File: config.mk
export PLATFORM = sky130hd
export DESIGN_NAME = lane_queue
export DESIGN_NICKNAME = d
export VERILOG_FILES = /design/src/rtl/intersection_model_pkg.sv /design/src/rtl/intersection_model_lane_queue.sv
export SDC_FILE = /design/constraint.sdc
export NUM_CORES = 1
export LEC_CHECK = 0
export ABC_AREA = 1
export BUFFER_PORTS_ARGS = -buffer_cell sky130_fd_sc_hd__buf_2
export CORE_UTILIZATION = 45
export CTS_CLUSTER_DIAMETER = 50
export DETAILED_ROUTE_END_ITERATION = 10
export HOLD_SLACK_MARGIN = 0.03
export PLACE_DENSITY = 0.68
export SLEW_MARGIN = 10
export SYNTH_ARGS = -nofsm -noshare
export SYNTH_HDL_FRONTEND = slang
export SYNTH_SLANG_ARGS = --single-unit
File: constraint.sdc
create_clock -name clk -period 2.04 [get_ports clk]
set_input_delay 0 -clock clk [delete_from_list [all_inputs] [get_ports clk]]
set_output_delay 0 -clock clk [all_outputs]
set_load 0.02 [all_outputs]
File: src/rtl/intersection_model_pkg.sv
// Shared types and constants for the intersection model: light colours, lane indices,
// legal non-red lane groups and the per-lane debug state.
package light_package;

  typedef enum logic [1:0] {
    RED    = 2'd0,
    YELLOW = 2'd1,
    GREEN  = 2'd2
  } colors;

  typedef enum logic [1:0] {
    EMPTY = 2'd0,
    WAIT  = 2'd1,
    FLOW  = 2'd2
  } lane_state;

  localparam int NUM_LANES = 5;
  localparam int LANE_ES   = 0;
  localparam int LANE_WS   = 1;
  localparam int LANE_EL   = 2;
  localparam int LANE_WL   = 3;
  localparam int LANE_NS   = 4;

  localparam logic [4:0] GROUP_EW_STR = 5'b00011;
  localparam logic [4:0] GROUP_EAST   = 5'b00101;
  localparam logic [4:0] GROUP_WEST   = 5'b01010;
  localparam logic [4:0] GROUP_LEFTS  = 5'b01100;
  localparam logic [4:0] GROUP_NS     = 5'b10000;

  // A non-red mask is legal when it fits entirely inside one group; all-red fits every group.
  function automatic logic mask_is_legal(input logic [4:0] mask);
    mask_is_legal = ((mask & ~GROUP_EW_STR) == 5'd0) ||
                    ((mask & ~GROUP_EAST)   == 5'd0) ||
                    ((mask & ~GROUP_WEST)   == 5'd0) ||
                    ((mask & ~GROUP_LEFTS)  == 5'd0) ||
                    ((mask & ~GROUP_NS)     == 5'd0);
  endfunction

endpackage

File: src/rtl/intersection_model_lane_queue.sv
// One lane of the intersection: vehicle counter fed by arrival pulses and drained
// one vehicle per gap interval while the lane light is green.
module lane_queue
  import light_package::*;
#(
  parameter int QCNT_W     = 4,
  parameter int DEPART_GAP = 2
) (
  input  logic              clk,
  input  logic              reset,
  input  logic              arrive,
  input  logic              green,
  output logic [QCNT_W-1:0] count,
  output logic              departed,
  output logic              overflow,
  output lane_state         state
);

  localparam logic [QCNT_W-1:0] CNT_ZERO = {QCNT_W{1'b0}};
  localparam logic [QCNT_W-1:0] CNT_ONE  = {{(QCNT_W-1){1'b0}}, 1'b1};
  localparam logic [QCNT_W-1:0] CNT_FULL = {QCNT_W{1'b1}};
  localparam logic [3:0]        GAP_LOAD = 4'(DEPART_GAP - 1);

  logic [QCNT_W-1:0] count_r;
  logic [3:0]        gap_r;
  logic              overflow_r;
  logic              depart_s;
  lane_state         state_s;

  // The departure strobe is combinational so the count and the top-level total move on the same edge.
  assign depart_s = green && (count_r != CNT_ZERO) && (gap_r == 4'd0);

  // Queue count with sticky overflow; a simultaneous arrival and departure cancel out, even when full.
  always_ff @(posedge clk) begin
    if (reset) begin
      count_r    <= CNT_ZERO;
      overflow_r <= 1'b0;
    end else begin
      case ({arrive, depart_s})
        2'b10: begin
          if (count_r == CNT_FULL) begin
            overflow_r <= 1'b1;
          end else begin
            count_r <= count_r + CNT_ONE;
          end
        end
        2'b01:   count_r <= count_r - CNT_ONE;
        default: count_r <= count_r;
      endcase
    end
  end

  // Spacing between departures; cleared off-green so the first green cycle may depart.
  always_ff @(posedge clk) begin
    if (reset) begin
      gap_r <= 4'd0;
    end else if (!green) begin
      gap_r <= 4'd0;
    end else if (depart_s) begin
      gap_r <= GAP_LOAD;
    end else if (gap_r != 4'd0) begin
      gap_r <= gap_r - 4'd1;
    end else begin
      gap_r <= gap_r;
    end
  end

  // Debug classification of the lane.
  always_comb begin
    state_s = EMPTY;
    if (count_r == CNT_ZERO) begin
      state_s = EMPTY;
    end else if (green) begin
      state_s = FLOW;
    end else begin
      state_s = WAIT;
    end
  end

  assign count    = count_r;
  assign departed = depart_s;
  assign overflow = overflow_r;
  assign state    = state_s;

endmodule

==> results of run 1 <==
## worst max-delay path: stages (launching register included)
cell	delay [ns]
dfxtp_1	0.40
nor2_1	0.09
nand2_2	0.10
nand2_4	0.08
nor2_8	0.13
nand2_4	0.08
inv_1	0.09
ha_1	0.22
a21o_1	0.20
a21o_1	0.16
nand2_1	0.08
nand3_1	0.06
nand2_1	0.06
nor2_1	0.03
## metrics by stage
step	hold WS, ns	setup slack [ns]	util
final	0.113	0.158	0.626
after global routing	0.132	0.0205	0.626
after CTS	0.114	0.0912	0.616
after detailed placement	0.196	0.103	0.584
after global placement	0.192	0.136	0.584
after floorplan	0.0724	0.0958	-
## metal layers
metal / wire length, um / vias to the layer above / part of all wire / GRT usage
li1: - / 281 / - / -
met1: 552 / 224 / 0.51 / 0.258
met2: 465 / 14 / 0.43 / 0.305
met3: 71 / 0 / 0.065 / 0.0872
met4: 0 / 0 / 0 / 0.0268
met5: 0 / - / 0 / 0
## registers in the layout (all words and copies together) (netlist names)
signal,flops
count,4
overflow,1
gap_r,4
## layout by cell type (no fill, tap or decap), drive strengths merged
cell,count
a21o,2
a21oi,3
a31oi,1
and3,1
buf,14
clkbuf,4
dfxtp,9
dlygate4sd3,1
fa,1
ha,4
inv,12
nand2,13
nand3,3
nand4,1
nor2,15
nor3,1
o21a,1
o21ai,5
xnor2,1
xor2,2
## power groups by stage
| stage | registers [uW] | clock network [uW] | logic (uW) |
|---|---|---|---|
| 2_1_floorplan | 304 | 0 | 401 |
| 3_3_place_gp | 262 | 0 | 574 |
| 5_1_grt | 268 | 146 | 666 |
| 6_report | 262 | 134 | 590 |
| 3_5_place_dp | 264 | 0 | 582 |
| 4_1_cts | 260 | 138 | 586 |
## synthesized netlist by cell type
cell	number	area, sq um
o21ai_1	3	15.0
nand2_1	7	26.3
nor2_8	1	20.0
o21a_1	1	7.51
ha_1	4	50.1
fa_1	1	20.0
nand3_2	1	10.0
nor2_2	2	12.5
a21oi_1	2	10.0
nand3_1	2	10.0
a21o_1	2	15.0
xor2_1	2	17.5
a21oi_2	1	8.76
nand2_4	3	33.8
o21ai_0	2	10.0
inv_2	1	3.75
nor3_1	1	5.00
xnor2_1	1	8.76
inv_1	11	41.3
nand4_1	1	6.26
a31oi_1	1	6.26
and3_1	1	6.26
dfxtp_1	9	180
nor2_1	12	45.0
nand2_2	3	18.8
## logic make-up (layout without fill, tap and decap cells)
family,Yosys count,count (layout),synth area share
AO/OA/AOI/OAI,12,12,0.123
XOR/XNOR,3,3,0.0447
adder cells (fa/ha/maj),5,5,0.119
buffers and inverters,12,31,0.0766
flip-flops,9,9,0.306
AND/OR/NAND/NOR,34,34,0.330
## cell type report
cell class / instances / area [sq um]
inverter: 12 / 45.0
timing repair buffer: 15 / 87.6
fill: 115 / 433
clock buffer: 4 / 26.3
sequential: 9 / 181
tap: 14 / 17.5
multi-input combinational: 54 / 365
## how the worst max path moves through the flow
stage	from	to	slack, ns	cells after the start
after CTS	gap_r[0]	count[3]	0.09	13
after detailed placement	gap_r[0]	count[3]	0.10	13
final	count[2]	count[3]	0.16	13
after global placement	gap_r[0]	count[3]	0.14	12
after global routing	count[3]	count[3]	0.02	13
after floorplan	count[3]	count[3]	0.1	13
## what timing repair did
item / CTS / global route
endpoints found under the hold margin: 1 / 0
resized for setup: 0 / 3
buffers inserted: 0 / 1
setup endpoints to repair: 0 / 1
hold buffers: 1 / 0
==> impl_metrics.ini, run 1 <==
[layout]
final_cell_count_no_fill = 108
drive_gt1_frac = 0.340
final_area_sq_um = 723
layout.nets = 104
num_antenna_cells = 0
syn_to_final_growth_pct = 23.0

[power]
p_sw_frac = 0.470
p_comb_frac = 0.598
pwr-share-seq = 0.265
power.internal_uw = 523
p_per_area_nw_per_um2 = 1360
p_leak_uw = 0.000403
switching_power_uw = 464
ir_drop_uv = 784
p_clk_frac = 0.136
finalPower_uw = 987

[flow_run]
maxCapViolations = 0

[sta]
final-setup-viol-count = 0
rsz0062_at_grt = false
tns_ns = 0
drv_slew = 0
period_share = 0.922
tightest_slew_ns = 0.178
final-hold-violation-count = 0
clock-skew-final_ns = 0.00107
fmax_ghz = 0.531
relSlewSlack = 0.881
fin_crit_ns = 1.88

[yosys]
yosys_register_bits = 9
synth_nets = 84
syn_area_per_cell_sq_um = 7.84
syn-instance-count = 75
synth_area_sq_um = 588
yosysUniqueCellTypes = 25
yosysWarningCount = 0
ys_seq_area_frac = 0.306

[worst_setup_path]
start_kind = flip-flop
regToRegStartpoint = count[2]
cp.arrival_ns = 2.03
critPathKind = reg2reg
cp-end-kind = flip-flop
cp_max_fo = 5
r2r_slack_ns = 0.16
reg2reg_depth = 13
worstPathRequired_ns = 2.19
reg2reg_to = count[3]

[clock_network]
numCtsBuffers = 3
path_clk_slew_ns = 0.06
cts_tree = done
clockRootBuffer = clkbuf_4
cts_sinks = 9
h-tree-depth = 1
insertion_delay_ns = 0.26
cts_buffer_depth = 2

[placed_design]
place_congestion = 0.795
hpwl_um = 894
dpl_cell_area_sq_um = 676
portBuffers = 11
dp_cells = 102

[global_routing]
grt-ovfl-total = 0
grt_first_pass_wirelength_mm = 1.97
first_global_vias = 488
grt_max_degree = 6
grt_use_total = 0.198
antenna_found_initial = 0

[floorplan]
die-width_um = 38.2
fp.coreArea_sq_um = 1160
die-area_sq_um = 1460
fp.dieH_um = 38.2
io_pins = 12
std_cell_rows = 12
initial_core_util = 0.509

[min_path]
min_path_type = in2reg
hold_start = green
min_to = gap_r[0]
worstHoldPathCells = 3

[detailed_routing]
drtIter0Drc = 5
via_per_inst = 4.81
drt-total-wl_mm = 1.09
drc = 0
dr.pass1.iters = 2
vias = 519
wl_per_cell_um = 10.1
ant_nets = 0

[run_status]
status = completed
Power figures use the tool's default switching activity.
==> inputs of run 2 (changes only) <==
==> constraint.sdc (replaced) <==
create_clock -name clk -period 2.04 [get_ports clk]
set_input_delay 0.204 -clock clk [delete_from_list [all_inputs] [get_ports clk]]
set_output_delay 0.204 -clock clk [all_outputs]
set_load 0.02 [all_outputs]
==> impl_metrics.ini, run 2 (synthesis results as in run 1) <==
[sta]
drv_slew = 0
relSlewSlack = 0.881
clock-skew-final_ns = 0.00153
final-setup-viol-count = 0
rsz0062_at_grt = false
tightest_slew_ns = 0.178
tns_ns = 0
final-hold-violation-count = 0
period_share = 0.922
fin_crit_ns = 1.88
fmax_ghz = 0.531

[worst_setup_path]
r2r_slack_ns = 0.16
path_delay_family = simple AND/OR/NAND/NOR gates
reg2reg_to = count[3]
worstPathRequired_ns = 2.19
crit_path_cell_trace = nor2_1 -> nand2_2 -> nand2_4 -> nor2_8 -> nand2_4 -> inv_1 -> ha_1 -> a21o_1 -> a21o_1 -> nand2_1 -> nand3_1 -> nand2_1 -> nor2_1
cp_max_fo = 5
crit_end = count[3]
slowest_stage = dfxtp_1
cp.arrival_ns = 2.03
reg2reg_depth = 13
start_kind = flip-flop
cp.depth = 13
regToRegStartpoint = count[2]
max_stage_delay_ns = 0.40
setup.worst_path.start = count[2]
cp-end-kind = flip-flop
critPathKind = reg2reg
critical_path_buf_inv_count = 1

[min_path]
min_path_type = in2reg

[detailed_routing]
ant_nets = 0
drtIter0Drc = 5
via_per_inst = 4.81
drt-total-wl_mm = 1.08
wl_per_cell_um = 10.1
vias = 515
dr.pass1.iters = 2
drc = 0

[layout]
final_cell_mix = 12 x nor2_1, 11 x buf_2, 10 x inv_1
final_cell_count_no_fill = 107
multi_input_area_sq_um = 365
drive_gt1_frac = 0.344
seq_area_sq_um = 181
layout.nets = 103
final_common_cell = nor2_1
nFillCells = 116
syn_to_final_growth_pct = 21.3
num_antenna_cells = 0

[flow_run]
maxCapViolations = 0

[placed_design]
portBuffers = 11
dp_cells = 102
hpwl_um = 894
place_congestion = 0.795

[run_status]
status = completed

[clock_network]
cts_buffer_depth = 2
cts_tree = done
h-tree-depth = 1
cts_sinks = 9
hold_buffers = 0
numCtsBuffers = 3
path_clk_slew_ns = 0.06
insertion_delay_ns = 0.26
clockRootBuffer = clkbuf_4

[global_routing]
grt_use_total = 0.195
antenna_found_initial = 0
grt_max_degree = 6
grt-ovfl-total = 0
grt_first_pass_wirelength_mm = 1.95
first_global_vias = 476

[floorplan]
fp.coreArea_sq_um = 1160
initial_core_util = 0.509
fp.dieH_um = 38.2
io_pins = 12
die-width_um = 38.2
die-area_sq_um = 1460
std_cell_rows = 12

[power]
finalPower_uw = 985
ir_drop_uv = 782
p_per_area_nw_per_um2 = 1380
p_leak_uw = 0.000399
run 2: changes by cell type in the layout (fill, tap and decap cells not counted), sizes merged:
cell	previous run	this run
dlygate4sd3	1	0
run 2: repair_timing:
item | CTS | global route
endpoints found under the setup margin | 0 | 1
gates resized for setup | 0 | 3
setup buffers | 0 | 1
run 2: cell type report:
class                      count  area share
sequential                     9       0.254
tap                           14      0.0246
clock buffer                   4      0.0368
inverter                      12      0.0632
multi-input combinational     54       0.512
timing repair buffer          14       0.109
run 2: worst min-delay path by stage:
| stage | slack (ns) | from | endpoint | depth (start not counted) |
|---|---|---|---|---|
| after floorplan | 0.28 | reset | count[2] | 1 |
| after global placement | 0.40 | reset | count[2] | 2 |
| after detailed placement | 0.40 | reset | count[2] | 2 |
| after CTS | 0.13 | reset | count[2] | 2 |
| after global routing | 0.13 | reset | count[2] | 2 |
| final | 0.13 | reset | count[2] | 2 |
run 2: per-stage QoR:
stage / area, sq um / utilization / hold WS (ns) / worst slack, ns
after global routing: 713 / 0.617 / 0.133 / 0.0205
final: 713 / 0.617 / 0.131 / 0.158
after global placement: 676 / 0.584 / 0.396 / 0.136
after detailed placement: 676 / 0.584 / 0.400 / 0.103
after floorplan: 588 / - / 0.276 / 0.0958
after CTS: 702 / 0.607 / 0.126 / 0.0912
run 2: power breakdown:
| group | switching (uW) | total (uW) | internal (uW) |
|---|---|---|---|
| registers | 40.9 | 262 | 221 |
| clock network | 58.9 | 134 | 75.2 |
| logic | 364 | 589 | 225 |
run 2: layer usage:
layer | GRT usage | wire, um
met3 | 0.0872 | 71
met4 | 0.0268 | 0
met5 | 0 | 0
met1 | 0.258 | 549
met2 | 0.297 | 455
==> inputs of run 3 (changes only) <==
RECOVER_POWER = 25   (was unset)
==> impl_metrics.ini, run 3 (synthesis results as in run 1) <==
[global_routing]
grt_first_pass_wirelength_mm = 1.95
grt_use_total = 0.195
grt_max_degree = 6
first_global_vias = 476
grt-ovfl-total = 0
antenna_found_initial = 0

[detailed_routing]
drc = 0
drt-total-wl_mm = 1.08
ant_nets = 0
wl_per_cell_um = 10.1
vias = 511
drtIter0Drc = 6
dr.pass1.iters = 2
via_per_inst = 4.78

[power]
ir_drop_uv = 782
pwr-share-seq = 0.267
p_comb_frac = 0.597
switching_power_uw = 464
p_sw_frac = 0.472
p_per_area_nw_per_um2 = 1380
p_leak_uw = 0.000391
p_clk_frac = 0.136
power.internal_uw = 519
finalPower_uw = 983

[floorplan]
fp.coreArea_sq_um = 1160
std_cell_rows = 12
initial_core_util = 0.509
die-area_sq_um = 1460
fp.dieH_um = 38.2
io_pins = 12
die-width_um = 38.2

[sta]
drv_slew = 0
relSlewSlack = 0.838
final-hold-violation-count = 0
tns_ns = 0
rsz0062_at_grt = false
tightest_slew_ns = 0.245
final-setup-viol-count = 0
clock-skew-final_ns = 0.00153
setup_ws_ns = 0.150
fin_crit_ns = 1.89
fmax_ghz = 0.529
period_share = 0.926

[worst_setup_path]
cp.arrival_ns = 2.04
setup.worst_path.start = count[2]
cp-end-kind = flip-flop
cp_max_fo = 5
start_kind = flip-flop
regToRegStartpoint = count[2]
max_stage_delay_ns = 0.41
worstPathRequired_ns = 2.19
slowest_stage = dfxtp_1
critPathKind = reg2reg
r2r_slack_ns = 0.15
crit_path_cell_trace = nor2_1 -> nand2_2 -> nand2_4 -> nor2_8 -> nand2_4 -> inv_1 -> ha_1 -> a21o_1 -> a21o_1 -> nand2_1 -> nand3_1 -> nand2_1 -> nor2_1

[clock_network]
path_clk_slew_ns = 0.06
clockRootBuffer = clkbuf_4
cts_buffer_depth = 2
cts_sinks = 9
hold_buffers = 0
h-tree-depth = 1
insertion_delay_ns = 0.26
numCtsBuffers = 3
cts_tree = done

[min_path]
hold_start = reset
min_path_type = in2reg

[placed_design]
portBuffers = 11
hpwl_um = 894
place_congestion = 0.795
dpl_cell_area_sq_um = 676
dp_slack_ns = 0.103

[layout]
drive_gt1_frac = 0.323
final_cell_mix = 12 x nor2_1, 10 x inv_1, 9 x buf_2
final_area_sq_um = 711
syn_to_final_growth_pct = 20.9
layout.nets = 103
num_antenna_cells = 0
final_common_cell = nor2_1

[flow_run]
maxCapViolations = 0

[run_status]
status = completed
==> run 3: cell count changes in the layout (fill, tap and decap cells not counted) <==
cell	change
buf_2	-2
clkbuf_1	+2
==> run 3: cell type report <==
class / instances / area [sq um]
clock buffers: 4 / 26.3
fillers: 118 / 445
inverters: 12 / 45.0
multi-input cells: 54 / 365
flip-flops and latches: 9 / 181
well taps: 14 / 17.5
repair buffers: 14 / 75.1
==> run 3: path summary, 6_finish.rpt <==
kind,end,cells after the start
setup / recovery,count[3],13
hold / removal,count[2],2
setup reg to reg,count[3],13
hold reg to reg,overflow,1
==> run 3: through the flow <==
step | util | instances | hold slack, ns
5_1_grt | 0.615 | 107 | 0.133
3_3_place_gp | 0.584 | 102 | 0.396
3_5_place_dp | 0.584 | 102 | 0.400
2_1_floorplan | - | 75 | 0.276
4_1_cts | 0.607 | 106 | 0.126
6_report | 0.615 | 107 | 0.131
==> run 3: power groups by stage <==
stage	clock network [uW]	registers, uW	logic [uW]
4_1_cts	138	260	584
5_1_grt	146	268	662
3_5_place_dp	0	264	582
6_report	134	262	587
3_3_place_gp	0	262	574
2_1_floorplan	0	304	401
==> run 3: worst max-delay path: cells and delay by family, from the launching register on <==
kind                       cells  cell delay, ns
AOI/OAI and AO/OA              2            0.36
adders and majority gates      1            0.22
buffers and inverters          1            0.09
DFF                            1            0.41
and+or+nand+nor                9            0.71
==> run 3: what timing repair did <==
action / in CTS / in global routing
setup endpoints to repair: 0 / 1
gates resized for setup: 0 / 3
buffers inserted: 0 / 1
==> run 3: layer usage <==
layer | track usage | vias up | routed length [um]
met5 | 0 | - | 0
met4 | 0.0268 | 0 | 0
met3 | 0.0872 | 0 | 72
met2 | 0.297 | 14 | 450
met1 | 0.258 | 218 | 554
li1 | - | 279 | -
